===== src/rtl/cdc_halt_ctrl.sv =====
// CPU-side request/halt controller for N handshake channels already synchronised into the CPU clock.
// Define CDC_HALT_CTRL_TIMEOUT_EN to add the wait timer, sticky err_o flags and the ERR_DATA read return.
module cdc_halt_ctrl #(
  parameter int unsigned               NUM_CH         = 4,
  parameter int unsigned               ADDR_W         = 32,
  parameter int unsigned               DATA_W         = 32,
  parameter logic [NUM_CH*ADDR_W-1:0]  CH_START       = '0,
  parameter logic [NUM_CH*ADDR_W-1:0]  CH_END         = '0,
  parameter logic [NUM_CH-1:0]         BUSY_EN_MASK   = '1,
  parameter int unsigned               TIMEOUT_CYCLES = 256,
  parameter logic [DATA_W-1:0]         ERR_DATA       = DATA_W'(32'hDEAD_BEEF)
) (
  input  logic                     clk_i,
  input  logic                     reset_ni,
  input  logic [ADDR_W-1:0]        address_i,
  input  logic [DATA_W-1:0]        data_i,
  input  logic                     strobe_i,
  input  logic                     we_i,
  output logic [NUM_CH-1:0]        ch_req_o,
  output logic                     ch_we_o,
  output logic [ADDR_W-1:0]        ch_addr_o,
  output logic [DATA_W-1:0]        ch_data_o,
  input  logic [NUM_CH-1:0]        ch_ack_i,
  input  logic [NUM_CH*DATA_W-1:0] ch_rdata_i,
  output logic                     cpu_halt_o,
  output logic [DATA_W-1:0]        rdata_o,
  output logic                     rvalid_o,
  output logic [NUM_CH-1:0]        err_o,
  input  logic [NUM_CH-1:0]        clr_err_i
);

  localparam int unsigned SEL_W = (NUM_CH > 1) ? $clog2(NUM_CH) : 1;
  localparam int unsigned TMR_W = $clog2(TIMEOUT_CYCLES + 1);

  typedef enum logic [1:0] {
    ST_IDLE = 2'd0,
    ST_REQ  = 2'd1,
    ST_WAIT = 2'd2
  } state_e;

  state_e              state_q, state_d;
  logic [SEL_W-1:0]    sel_q, sel_d;
  logic                we_q, we_d;
  logic [ADDR_W-1:0]   addr_q, addr_d;
  logic [DATA_W-1:0]   data_q, data_d;
  logic [NUM_CH-1:0]   req_q, req_d;
  logic [DATA_W-1:0]   rdata_q, rdata_d;
  logic                rvalid_q, rvalid_d;
  logic [NUM_CH-1:0]   err_set_c;

  logic                hit_any_c;
  logic [SEL_W-1:0]    sel_c;
  logic                hs_c;
  logic                ack_c;
  logic                tmo_c;
  logic [DATA_W-1:0]   rdata_sel_c;

  // Address decode: lowest-index channel whose inclusive range contains the address.
  always_comb begin
    hit_any_c = 1'b0;
    sel_c     = '0;
    for (int k = 0; k < int'(NUM_CH); k++) begin
      if (!hit_any_c &&
          address_i >= CH_START[k*ADDR_W +: ADDR_W] &&
          address_i <= CH_END[k*ADDR_W +: ADDR_W]) begin
        hit_any_c = 1'b1;
        sel_c     = SEL_W'(k);
      end
    end
  end

  assign hs_c = strobe_i && hit_any_c && BUSY_EN_MASK[sel_c];

  // Ack and read data of the latched channel only; other channels are ignored.
  always_comb begin
    ack_c       = 1'b0;
    rdata_sel_c = '0;
    for (int k = 0; k < int'(NUM_CH); k++) begin
      if (sel_q == SEL_W'(k)) begin
        ack_c       = ch_ack_i[k];
        rdata_sel_c = ch_rdata_i[k*DATA_W +: DATA_W];
      end
    end
  end

  always_ff @(posedge clk_i or negedge reset_ni) begin
    if (!reset_ni) begin
      state_q  <= ST_IDLE;
      sel_q    <= '0;
      we_q     <= 1'b0;
      addr_q   <= '0;
      data_q   <= '0;
      req_q    <= '0;
      rdata_q  <= '0;
      rvalid_q <= 1'b0;
    end else begin
      state_q  <= state_d;
      sel_q    <= sel_d;
      we_q     <= we_d;
      addr_q   <= addr_d;
      data_q   <= data_d;
      req_q    <= req_d;
      rdata_q  <= rdata_d;
      rvalid_q <= rvalid_d;
    end
  end

  always_comb begin
    state_d = state_q;
    unique case (state_q)
      ST_IDLE: if (hs_c) state_d = ST_REQ;
      ST_REQ:  state_d = ST_WAIT;
      ST_WAIT: if (ack_c || tmo_c) state_d = ST_IDLE;
      default: state_d = ST_IDLE;
    endcase
  end

  // Request is registered on acceptance so it is high exactly during REQ; ack beats timeout.
  always_comb begin
    sel_d     = sel_q;
    we_d      = we_q;
    addr_d    = addr_q;
    data_d    = data_q;
    req_d     = '0;
    rdata_d   = rdata_q;
    rvalid_d  = 1'b0;
    err_set_c = '0;
    unique case (state_q)
      ST_IDLE: begin
        if (hs_c) begin
          sel_d  = sel_c;
          we_d   = we_i;
          addr_d = address_i;
          data_d = data_i;
          req_d  = NUM_CH'(1) << sel_c;
        end
      end
      ST_WAIT: begin
        if (ack_c) begin
          rvalid_d = 1'b1;
          if (!we_q) rdata_d = rdata_sel_c;
        end else if (tmo_c) begin
          rvalid_d  = 1'b1;
          err_set_c = NUM_CH'(1) << sel_q;
          if (!we_q) rdata_d = ERR_DATA;
        end
      end
      default: ;
    endcase
  end

`ifdef CDC_HALT_CTRL_TIMEOUT_EN
  logic [TMR_W-1:0]  timer_q, timer_d;
  logic [NUM_CH-1:0] err_q, err_d;

  // Saturating wait timer, cleared while the request is on the bus; set beats clear.
  always_comb begin
    timer_d = timer_q;
    if (state_q == ST_REQ) begin
      timer_d = '0;
    end else if (state_q == ST_WAIT && timer_q != '1) begin
      timer_d = timer_q + TMR_W'(1);
    end
    err_d = (err_q & ~clr_err_i) | err_set_c;
  end

  always_ff @(posedge clk_i or negedge reset_ni) begin
    if (!reset_ni) begin
      timer_q <= '0;
      err_q   <= '0;
    end else begin
      timer_q <= timer_d;
      err_q   <= err_d;
    end
  end

  assign tmo_c = (state_q == ST_WAIT) && (timer_q == TMR_W'(TIMEOUT_CYCLES - 1));
  assign err_o = err_q;
`else
  logic unused_tmo;
  assign unused_tmo = ^{clr_err_i, err_set_c};
  assign tmo_c      = 1'b0;
  assign err_o      = '0;
`endif

  assign ch_req_o   = req_q;
  assign ch_we_o    = we_q;
  assign ch_addr_o  = addr_q;
  assign ch_data_o  = data_q;
  assign rdata_o    = rdata_q;
  assign rvalid_o   = rvalid_q;
  assign cpu_halt_o = hs_c || (state_q != ST_IDLE);

endmodule

===== config.mk =====
export PLATFORM = sky130hd
export DESIGN_NAME = cdc_halt_ctrl
export DESIGN_NICKNAME = d
export VERILOG_FILES = /design/src/rtl/cdc_halt_ctrl.sv
export SDC_FILE = /design/constraint.sdc
export NUM_CORES = 1
export LEC_CHECK = 0
export CAP_MARGIN = 20
export CORE_AREA = 2 2 119 121
export CTS_BUF_LIST = sky130_fd_sc_hd__clkbuf_16
export DETAILED_ROUTE_END_ITERATION = 12
export DIE_AREA = 0 0 121 123
export PLACE_DENSITY = 0.72
export SKIP_CTS_REPAIR_TIMING = 1
export SLEW_MARGIN = 25
export SYNTH_ARGS = -nofsm -noshare
export SYNTH_HDL_FRONTEND = slang
export SYNTH_SLANG_ARGS = --single-unit
export TNS_END_PERCENT = 20

===== constraint.sdc =====
create_clock -name clk_i -period 4.6 [get_ports clk_i]
set_input_delay 0.92 -clock clk_i [delete_from_list [all_inputs] [get_ports clk_i]]
set_output_delay 0.92 -clock clk_i [all_outputs]
set_load 0.02 [all_outputs]

# Word-level counts from Yosys, hierarchy flattened
# Index checks and enable logic that the tools add are counted.
# totals
register_bits	106
inputBits	204
output_inout_bits	107
elab_cells	63
# classes
magnitude_cmp	3
n_eq_ne	7
n_shift	1
n_mux	24
bitwise_logic	1
n_reduce_logical	19
# ops
operator	count
$mux W32	4
$ge A32 B1 Y1 const B	1
$le A32 B1 Y1 const B	1
$mux W1	12
$logic_and A1 B1 Y1	9
$mux W2	4
$mux W4	2
$eq A2 B2 Y1 const B	3
$pmux W2 S3	1
$eq A2 B1 Y1 const B	2
$logic_not A2 Y1	2
$ne A2 B2 Y1 const B	2
$reduce_and A2 Y1	2
$shl A1 B2 Y4 const A	1
$logic_not A1 Y1	3
$lt A2 B3 Y1 const B	1
$reduce_and A3 Y1	1
$bmux W1 S2	1
$reduce_bool A2 Y1	1
$logic_or A1 B1 Y1	1
$not A1 Y1	1

# Depth between registers and ports, before layout
# Gate-level depths: netlist of the first run.
# logic_depth
ltp_word	20
mapped_depth	6
ltp_nobuf	4

# Least setup slack after synthesis of the first run
# No wires, ideal clock.
# synth_timing
path_kind	input port to output port
from	input port address_i[14]
to	output port cpu_halt_o
arrival_ns	1.979
required_ns	3.680
slack_ns	1.701
stages	3
path_buffers	0
path_cell_list	nor4b_1 nand4_1 o31ai_1
# synth_between
elab_chain_len	19
elab_cells_between_ends	24
classes_between	order compare: 2; mux: 9; reduce/logical: 13
# synth_lines
element	line	text
start: declaration	15	input logic [ADDR_W-1:0] address_i,
$ge A32 B1 Y1 / $le A32 B1 Y1 (equally long branches)	64, 65	
$logic_and A1 B1 Y1	64	address_i >= CH_START[k*ADDR_W +: ADDR_W] &&
$mux W1	63	if (!hit_any_c &&
$logic_not A1 Y1	63	
$logic_and A1 B1 Y1	63	
$logic_and A1 B1 Y1	64	
$mux W1	63	
$logic_not A1 Y1	63	
[3 not listed]	--	
$logic_not A1 Y1	63	
$logic_and A1 B1 Y1	63	
$logic_and A1 B1 Y1	64	
$mux W2	63	
$bmux W1 S2	72	assign hs_c = strobe_i && hit_any_c && BUSY_EN_MASK[sel_c];
$mux W1 (implied by the code)	72	
$logic_and A1 B1 Y1 (*)	72	
$logic_or A1 B1 Y1 (*)	192	assign cpu_halt_o = hs_c || (state_q != ST_IDLE);
end: declaration	25	output logic cpu_halt_o,
# Every way passes the cells marked *; elsewhere a longest branch is shown, timed or not. The select of a mux whose other input is x is not followed.

# Worst setup path after layout of the first run
# Ends and elaborated chain as after synthesis.

==> results.tsv, run 1 <==
metric	value	unit
Top delay family on crit path	buffers and inverters	
CTS HTree Levels	3	
sw frac	21.44	%
critical path class	in2out	
share of the core filled with cells	45.27	%
CTS tree	done	
min cycle time layout	3.938	ns
Post-DRT Antenna Nets	0	
Yosys warning count	0	
Post-synth top flop	dfrtp_1	
DRT Pass-1 Iters	3	
Post-synth ARST share	100.0	%
vias in the first global route	2840	
Core Area	13610	um2
R2R Setup Slk	2.46	ns
CP Max Fanout	3	
CP Data Required Time	3.68	ns
sw power	0.0003620	W
Finished Layout Cells	627	
Slowest cell on crit path	clkdlybuf4s50_1	
DRC	0	
peak supply drop	0.0001427	V
headroom to the max-slew limit	55.74	%
number of I/O pins	311	
Die ar.	14880	um2
clk_lat worst skew	0.34	ns
Synth area leaders	dfrtp_1 (68%), mux2_2 (15%), nor2b_1 (5.4%)	
row count	43	
clk root buf	clkbuf_16	
initial antenna violation count	0	
Critical R2R Launch	state_q[0]$_DFFE_PN0P_	
Worst Setup Start Kind	input pin	
setup violators final	0	
NumNets Final	646	
Placed Cells	611	
Fill cells	1218	
Critical Path AT	3.02	ns
post-synth top area cell	dfrtp_1	
CP dominant cell by count	clkdlybuf4s50_1	
first-pass GRT wire length	15400	um
Internal Power	0.001326	W
clock-pin slew on the worst setup and hold paths	0.06	ns
Setup TNS	0	ns
worst path bufs/invs	2	
cell count after synthesis	238	
Cell Area, Synth	3715	um2
Final Max Slew Viols	0	
post-synthesis sequential area ratio	68.04	%
gpl congestion	0.6993	
GR Overflow Total	0	
# diodes	0	
DP HPWL	7407	um
final WL	9823	um
Area Growth Syn to Fin	65.88	%
worst clock skew	0.007957	ns
sequence of cells on the critical path	clkdlybuf4s50_1 -> nor4b_1 -> nand4_1 -> o31ai_1 -> clkdlybuf4s50_1	
slowest stage delay, CP	0.69	ns
Combinational Power Share	6.6	%
Post-Syn Area per Cell	15.61	um2
Distinct cells, synth	21	
register bit total from synthesis	101	
most frequent cell after synthesis	dfrtp_1	
hold path startpoint	ch_data_o[25]$_DFFE_PN0P_	
vias	2653	
Final Hold Vio Count	0	
RSZ-0062 raised after global routing	no	
DR WL/cell	15.67	um
Power Density	274.0	nW/um2
actual slew at the worst max-slew pin	0.6638	ns
pre-CTS setup slack	0.6151	ns
Die H	123	um
clock sinks	101	
vias per std cell	4.231	
most instantiated cells after synthesis	dfrtp_1 (101), mux2_2 (48), nor2b_1 (32)	
HP Class	reg2reg	
FMAX	0.2540	GHz
hold slack final	0.4889	ns
setup slack after layout	0.6624	ns
share of layout cells above drive strength 1	15.66	%
clock buffer depth	2	
CTS buffer count	9	
Reg2Reg Depth	4	
Pleak	2.847	nW
Hold Path End	ch_data_o[25]$_DFFE_PN0P_	
clock share of power	40.8	%
EDFF count, synth	0	
die width	121	um
crit share post-route	85.60	%
Starting Density	27.29	%
Buffers on Ports	200	
Worst Setup End Kind	primary output	
max-cap violations	0	
Hold Crit Depth	1	
post-synth top area share	68.04	%
Starting DRT DRC Count	60	
r2r endpoint	ch_data_o[0]$_DFFE_PN0P_	
outcome	finished, final reports clean	
All-Layer GR Usage	13.55	%
sequential share of power	52.6	%
pin count of the biggest net entering global routing	74	
==> flip-flops by register name, indices dropped and copies added (netlist names) <==
register,flops
rvalid_o,1
ch_data_o,32
state_q,2
ch_req_o,1
rdata_o,32
ch_addr_o,32
ch_we_o,1
==> cell families (layout without fill, tap and decap cells) <==
group | count (synthesis) | in the layout | synth area share [%]
AOI/OAI and AO/OA | 1 | 1 | 0.2022
and+or+nand+nor | 52 | 52 | 8.555
DFF | 101 | 101 | 68.04
buffers and inverters | 17 | 220 | 3.132
other | 1 | 7 | 0.1009
muxes | 66 | 66 | 19.97
==> cell usage in the layout, fill, tap and decap left out, types with 2 or more instances in the layout <==
master,count
conb_1,7
nor2_1,3
mux2_1,17
mux2_2,48
nor2b_1,32
clkbuf_16,9
nor4_1,7
nand2_1,2
clkdlybuf4s50_1,199
buf_4,4
clkinvlp_4,3
dfrtp_1,101
==> worst register-to-register path: stages (launching register included) <==
cell,delay (ns)
dfrtp_1,0.44
or2_2,0.36
nor4_4,0.30
buf_4,0.53
mux2_2,0.41
==> final cells by class <==
| type | instances | area (um2) | share of cell area [%] |
|---|---|---|---|
| Tap cell | 180 | 225.2 | 3.655 |
| Timing Repair Buffer | 204 | 2033 | 32.99 |
| Clock inverter | 7 | 43.79 | 0.7107 |
| Multi-Input combinational cell | 126 | 1107 | 17.97 |
| Clock buffer | 9 | 225.2 | 3.655 |
| Sequential cell | 101 | 2527 | 41.02 |
==> worst max-delay path by stage <==
stage	from	end	slack (ns)	cells after the start
2_1_floorplan	address_i[14]	cpu_halt_o	1.70	3
3_3_place_gp	address_i[14]	cpu_halt_o	0.59	5
3_5_place_dp	address_i[14]	cpu_halt_o	0.62	5
4_1_cts	address_i[14]	cpu_halt_o	0.61	5
5_1_grt	address_i[14]	cpu_halt_o	0.52	5
6_report	address_i[14]	cpu_halt_o	0.66	5
==> metrics by stage <==
stage	instance area [um2]	power, W
after floorplan	3737	0.0009168
after global routing	6162	0.001769
after global placement	5889	0.001016
after CTS	6158	0.001722
after detailed placement	5889	0.001018
final	6162	0.001688
==> power groups by stage <==
stage	combinational, W	sequential (W)	clock, W
6_report	0.000111	0.000888	0.000689
5_1_grt	0.000122	0.000887	0.000760
4_1_cts	0.000114	0.000887	0.000720
3_5_place_dp	0.000113	0.000905	0
3_3_place_gp	0.000111	0.000905	0
2_1_floorplan	0.0000118	0.000905	0
==> metal layers <==
metal / GRT usage [%] / wire [um]
met2: 20.44 / 4392
met3: 6.042 / 1202
met4: 6.323 / 207
met5: 0 / 0
met1: 16.64 / 4020
No activity file was read; power rests on OpenSTA's default activity.
==> inputs of run 2 (changes only) <==
==> constraint.sdc (replaced) <==
create_clock -name clk_i -period 4.6 [get_ports clk_i]
set_input_delay 0.69 -clock clk_i [delete_from_list [all_inputs] [get_ports clk_i]]
set_output_delay 0.69 -clock clk_i [all_outputs]
set_load 0.02 [all_outputs]
==> run 2 against run 1 <==
Effect of this change:
- worst hold slack worse by 0.057 ns
- combinational power is essentially flat
- clock skew is 0.00096 ns lower
- final cell count unchanged
- die area stayed put
- setup slack better by 0.49 ns
- count of clock-buffer cells in the layout unchanged
- wire length up 0.44%
- critical endpoint unchanged
==> results.tsv, run 2 (synthesis results as in run 1) <==
metric	value	unit
outcome	finished, final reports clean	
max-cap violations	0	
clk root buf	clkbuf_16	
Starting Density	27.29	%
Buffers on Ports	200	
CP Data Required Time	3.91	ns
most frequent cells in the layout	clkdlybuf4s50_1 (199), dfrtp_1 (101), mux2_2 (48), nor2b_1 (32), mux2_1 (17)	
DP HPWL	7466	um
# diodes	0	
number of I/O pins	311	
DRC	0	
share of layout cells above drive strength 1	15.88	%
Post-DRT Antenna Nets	0	
crit path capture	cpu_halt_o	
CP Max Fanout	3	
commonest non-fill, non-tap cell in the layout	clkdlybuf4s50_1	
pin count of the biggest net entering global routing	64	
Worst Setup Start Kind	input pin	
Top delay family on crit path	buffers and inverters	
Setup TNS	0	ns
first-pass GRT wire length	15420	um
clk_lat worst skew	0.34	ns
CP Depth	5	
HP Class	in2async	
r2r endpoint	ch_data_o[0]$_DFFE_PN0P_	
clock sinks	101	
DR WL/cell	15.74	um
die width	121	um
NumNets Final	646	
critical path class	in2out	
Power Density	281.4	nW/um2
All-Layer GR Usage	13.70	%
Worst Setup End Kind	primary output	
Die H	123	um
final WL	9866	um
clock buffer depth	2	
Starting DRT DRC Count	78	
GR Overflow Total	0	
Final Hold Vio Count	0	
Reg2Reg Depth	4	
CTS buffer count	9	
Placed Cells	611	
Slowest cell on crit path	clkdlybuf4s50_1	
clock-pin slew on the worst setup and hold paths	0.07	ns
actual slew at the worst max-slew pin	0.8178	ns
gpl congestion	0.6990	
Pleak	2.862	nW
hold slack final	0.4324	ns
worst path bufs/invs	2	
Critical R2R Launch	state_q[0]$_DFFE_PN0P_	
RSZ-0062 raised after global routing	no	
Critical path origin	address_i[14]	
vias per std cell	4.233	
row count	43	
slowest stage delay, CP	0.69	ns
Area Growth Syn to Fin	66.35	%
min cycle time layout	3.451	ns
Finished Layout Cells	627	
Critical Path AT	2.76	ns
worst clock skew	0.006998	ns
crit share post-route	75.02	%
initial antenna violation count	0	
FMAX	0.2898	GHz
CTS HTree Levels	3	
vias in the first global route	2931	
R2R Setup Slk	2.46	ns
vias	2654	
Final Max Slew Viols	0	
Core Area	13610	um2
headroom to the max-slew limit	45.48	%
sequence of cells on the critical path	clkdlybuf4s50_1 -> nor4b_1 -> nand4_1 -> o31ai_1 -> clkdlybuf4s50_1	
Die ar.	14880	um2
peak supply drop	0.0001433	V
CTS tree	done	
CP dominant cell by count	clkdlybuf4s50_1	
setup violators final	0	
DRT Pass-1 Iters	4	
Fill cells	1233	
==> run 2: worst min-delay path by stage <==
stage	startpoint	to
floorplan	reset_ni	ch_addr_o[0]$_DFFE_PN0P_
global placement	ch_data_o[27]$_DFFE_PN0P_	ch_data_o[27]$_DFFE_PN0P_
detailed placement	ch_data_o[29]$_DFFE_PN0P_	ch_data_o[29]$_DFFE_PN0P_
CTS	reset_ni	ch_data_o[19]$_DFFE_PN0P_
global route	reset_ni	rdata_o[12]$_DFFE_PN0P_
finish	reset_ni	ch_data_o[19]$_DFFE_PN0P_
==> run 2: layout make-up <==
cell class / count / area (um2) / area share [%]
flip-flops and latches: 101 / 2527 / 40.90
repair buffers: 204 / 2029 / 32.84
multi-input cells: 126 / 1107 / 17.92
clock buffers: 9 / 225.2 / 3.644
well taps: 180 / 225.2 / 3.644
clock inverters: 7 / 65.06 / 1.053
==> run 2: metal layers <==
layer,up-vias,part of all wire (%),track usage [%]
li1,1203,-,-
met1,1285,39,15.71
met2,151,46,21.73
met3,15,12,6.458
met4,0,2.5,6.395
met5,-,0,0
==> run 2: worst register-to-register path, stage by stage, from the launching register on <==
cell and delay, ns:
dfrtp_1 0.44, or2_2 0.36, nor4_4 0.29, buf_4 0.51, mux2_2 0.43
==> run 2: metrics by stage <==
stage / cell area, um2 / utilization, % / setup WS [ns] / power [W]
after global routing: 6180 / 45.40 / 1.022 / 0.001829
after detailed placement: 5889 / 43.27 / 1.080 / 0.001018
after global placement: 5889 / 43.27 / 1.078 / 0.001016
after CTS: 6180 / 45.40 / 1.071 / 0.001778
final: 6180 / 45.40 / 1.149 / 0.001739
after floorplan: 3737 / - / 2.161 / 0.0009168
==> run 2: report_power, final <==
part,total [W],leakage [nW],internal [W],switching (W)
clock network,0.000741,0.143,0.000419,0.000322
registers,0.000888,1.41,0.000888,0.00000000000237
logic,0.000111,1.31,0.0000753,0.0000354
total,0.00174,2.86,0.00138,0.000357
==> inputs of run 3 (changes only) <==
--- a/config.mk
+++ b/config.mk
@@ -6,11 +6,11 @@
 export NUM_CORES = 1
 export LEC_CHECK = 0
 export CAP_MARGIN = 20
-export CORE_AREA = 2 2 119 121
+export CORE_AREA = 2 2 120 122
 export CTS_BUF_LIST = sky130_fd_sc_hd__clkbuf_16
 export DETAILED_ROUTE_END_ITERATION = 12
-export DIE_AREA = 0 0 121 123
-export PLACE_DENSITY = 0.72
+export DIE_AREA = 0 0 122 124
+export PLACE_DENSITY = 0.74
 export SKIP_CTS_REPAIR_TIMING = 1
 export SLEW_MARGIN = 25
 export SYNTH_ARGS = -nofsm -noshare
==> constraint.sdc (replaced) <==
create_clock -name clk_i -period 2.87 [get_ports clk_i]
set_input_delay 0.4305 -clock clk_i [delete_from_list [all_inputs] [get_ports clk_i]]
set_output_delay 0.4305 -clock clk_i [all_outputs]
set_load 0.02 [all_outputs]
==> run 3 against run 2 <==
Effect of this change:
- sequential cell count stayed put
- count of clock-buffer cells in the layout stayed put
- sequential share of layout area is 0.24 points lower
- utilization is 0.092 points lower
- first-iteration DRC count is 50% higher
- worst hold slack worse by 0.36 ns
- setup slack worse by 0.66 ns
- highest routed layer unchanged
- cell area is 0.59% higher
- die area is 1.6% higher
- critical path depth is 2 higher
- register-to-register slack worse by 1.6 ns
- clock power is 55% higher
==> results.tsv, run 3 (synthesis results as in run 1) <==
metric	value	unit
Starting DRT DRC Count	117	
initial antenna violation count	0	
critical path class	in2reg	
clock buffer depth	2	
peak supply drop	0.0003094	V
die width	122	um
Finished Layout Cells	629	
CP Max Fanout	61	
CTS tree	done	
number of I/O pins	311	
commonest non-fill, non-tap cell in the layout	clkdlybuf4s50_1	
Post-DRT Antenna Nets	0	
CP Data Required Time	3.08	ns
vias in the first global route	2762	
DRT Pass-1 Iters	4	
NumNets Final	648	
CTS HTree Levels	3	
Die H	124	um
All-Layer GR Usage	12.77	%
clock sinks	101	
placed inst area	5929	um2
Placed Cells	613	
share of the core filled with cells	45.31	%
share of layout cells above drive strength 1	15.59	%
setup violators final	0	
FMAX	0.4197	GHz
most frequent cells in the layout	clkdlybuf4s50_1 (198), dfrtp_1 (101), mux2_2 (48), nor2b_1 (32), mux2_1 (17)	
clk_lat worst skew	0.34	ns
final WL	9412	um
Area Growth Syn to Fin	67.33	%
RSZ-0062 raised after global routing	no	
Die ar.	15130	um2
Starting Density	27.08	%
Final Max Slew Viols	0	
pre-CTS setup slack	0.09878	ns
outcome	finished, final reports clean	
Power Density	443.3	nW/um2
Setup TNS	0	ns
clock-pin slew on the worst setup and hold paths	0.06	ns
Critical Path AT	2.59	ns
DR WL/cell	14.96	um
Final Hold Vio Count	0	
Pleak	2.900	nW
pin count of the biggest net entering global routing	62	
worst clock skew	0.007440	ns
actual slew at the worst max-slew pin	0.5560	ns
DRC	0	
first-pass GRT wire length	14370	um
Worst Setup End Kind	flip-flop	
setup slack after layout	0.4876	ns
row count	43	
CTS buffer count	9	
HP Class	in2async	
vias per std cell	4.215	
crit share post-route	83.01	%
Worst Setup Start Kind	input pin	
# diodes	0	
final instance area	6216	um2
DP HPWL	7165	um
GR Overflow Total	0	
gpl congestion	0.7239	
clk root buf	clkbuf_16	
Core Area	13720	um2
max-cap violations	0	
headroom to the max-slew limit	62.93	%
vias	2651	
Buffers on Ports	200	
min cycle time layout	2.382	ns
[run 3: cell types whose count changed in the layout (fill, tap and decap cells not counted), sizes merged]
cell / delta
clkdlybuf4s50: -1
inv: +1
clkinvlp: -1
dlymetal6s2s: +1
buf: +2
[run 3: critical path, cell delays in order]
cell and delay (ns):
clkdlybuf4s50_1 0.41, nor4_1 0.33, nand4_1 0.18, buf_4 0.18, nor4_4 0.33, buf_12 0.32
mux2_1 0.36
[run 3: area by class of cell]
type                       instances  area [um2]
multi-input combinational        126        1107
fill                            1218        7503
tap                              180       225.2
clock inverter                     7       58.81
timing repair buffer             206        2072
sequential                       101        2527
clock buffer                       9       225.2
[run 3: power by group]
| part | switching (W) | internal (W) |
|---|---|---|
| combinational | 0.0000558 | 0.000123 |
| sequential | 0.00000000000378 | 0.00142 |
| clock | 0.000490 | 0.000663 |
| total | 0.000546 | 0.00221 |
[run 3: worst paths after layout]
kind                       slack (ns)  cells after the start                 startpoint                        end
min                              0.07                      1                   reset_ni  ch_data_o[23]$_DFFE_PN0P_
min reg2reg                      0.49                      1  ch_data_o[18]$_DFFE_PN0P_  ch_data_o[18]$_DFFE_PN0P_
max reg2reg                      0.84                      4     state_q[0]$_DFFE_PN0P_  ch_data_o[30]$_DFFE_PN0P_
min in group clk_i               0.49                      1  ch_data_o[18]$_DFFE_PN0P_  ch_data_o[18]$_DFFE_PN0P_
max                              0.49                      7              address_i[17]  ch_data_o[30]$_DFFE_PN0P_
max in group asynchronous        2.08                      2                   reset_ni        ch_we_o$_DFFE_PN0P_
[run 3: routing by layer]
metal  global-route usage, %  vias to the layer above  part of all wire, %
li1                        -                     1220                    -
met1                   14.98                     1276                   40
met2                   20.36                      144                   46
met3                   5.357                       11                   12
met4                   6.034                        0                  1.9
met5                       0                        -                    0
[run 3: metrics by stage]
step / power [W] / hold WS [ns]
finish: 0.002755 / 0.07171
global route: 0.002897 / 0.1055
CTS: 0.002816 / 0.09139
detailed placement: 0.001633 / 0.4661
global placement: 0.001630 / 0.4567
floorplan: 0.001469 / 0.1349
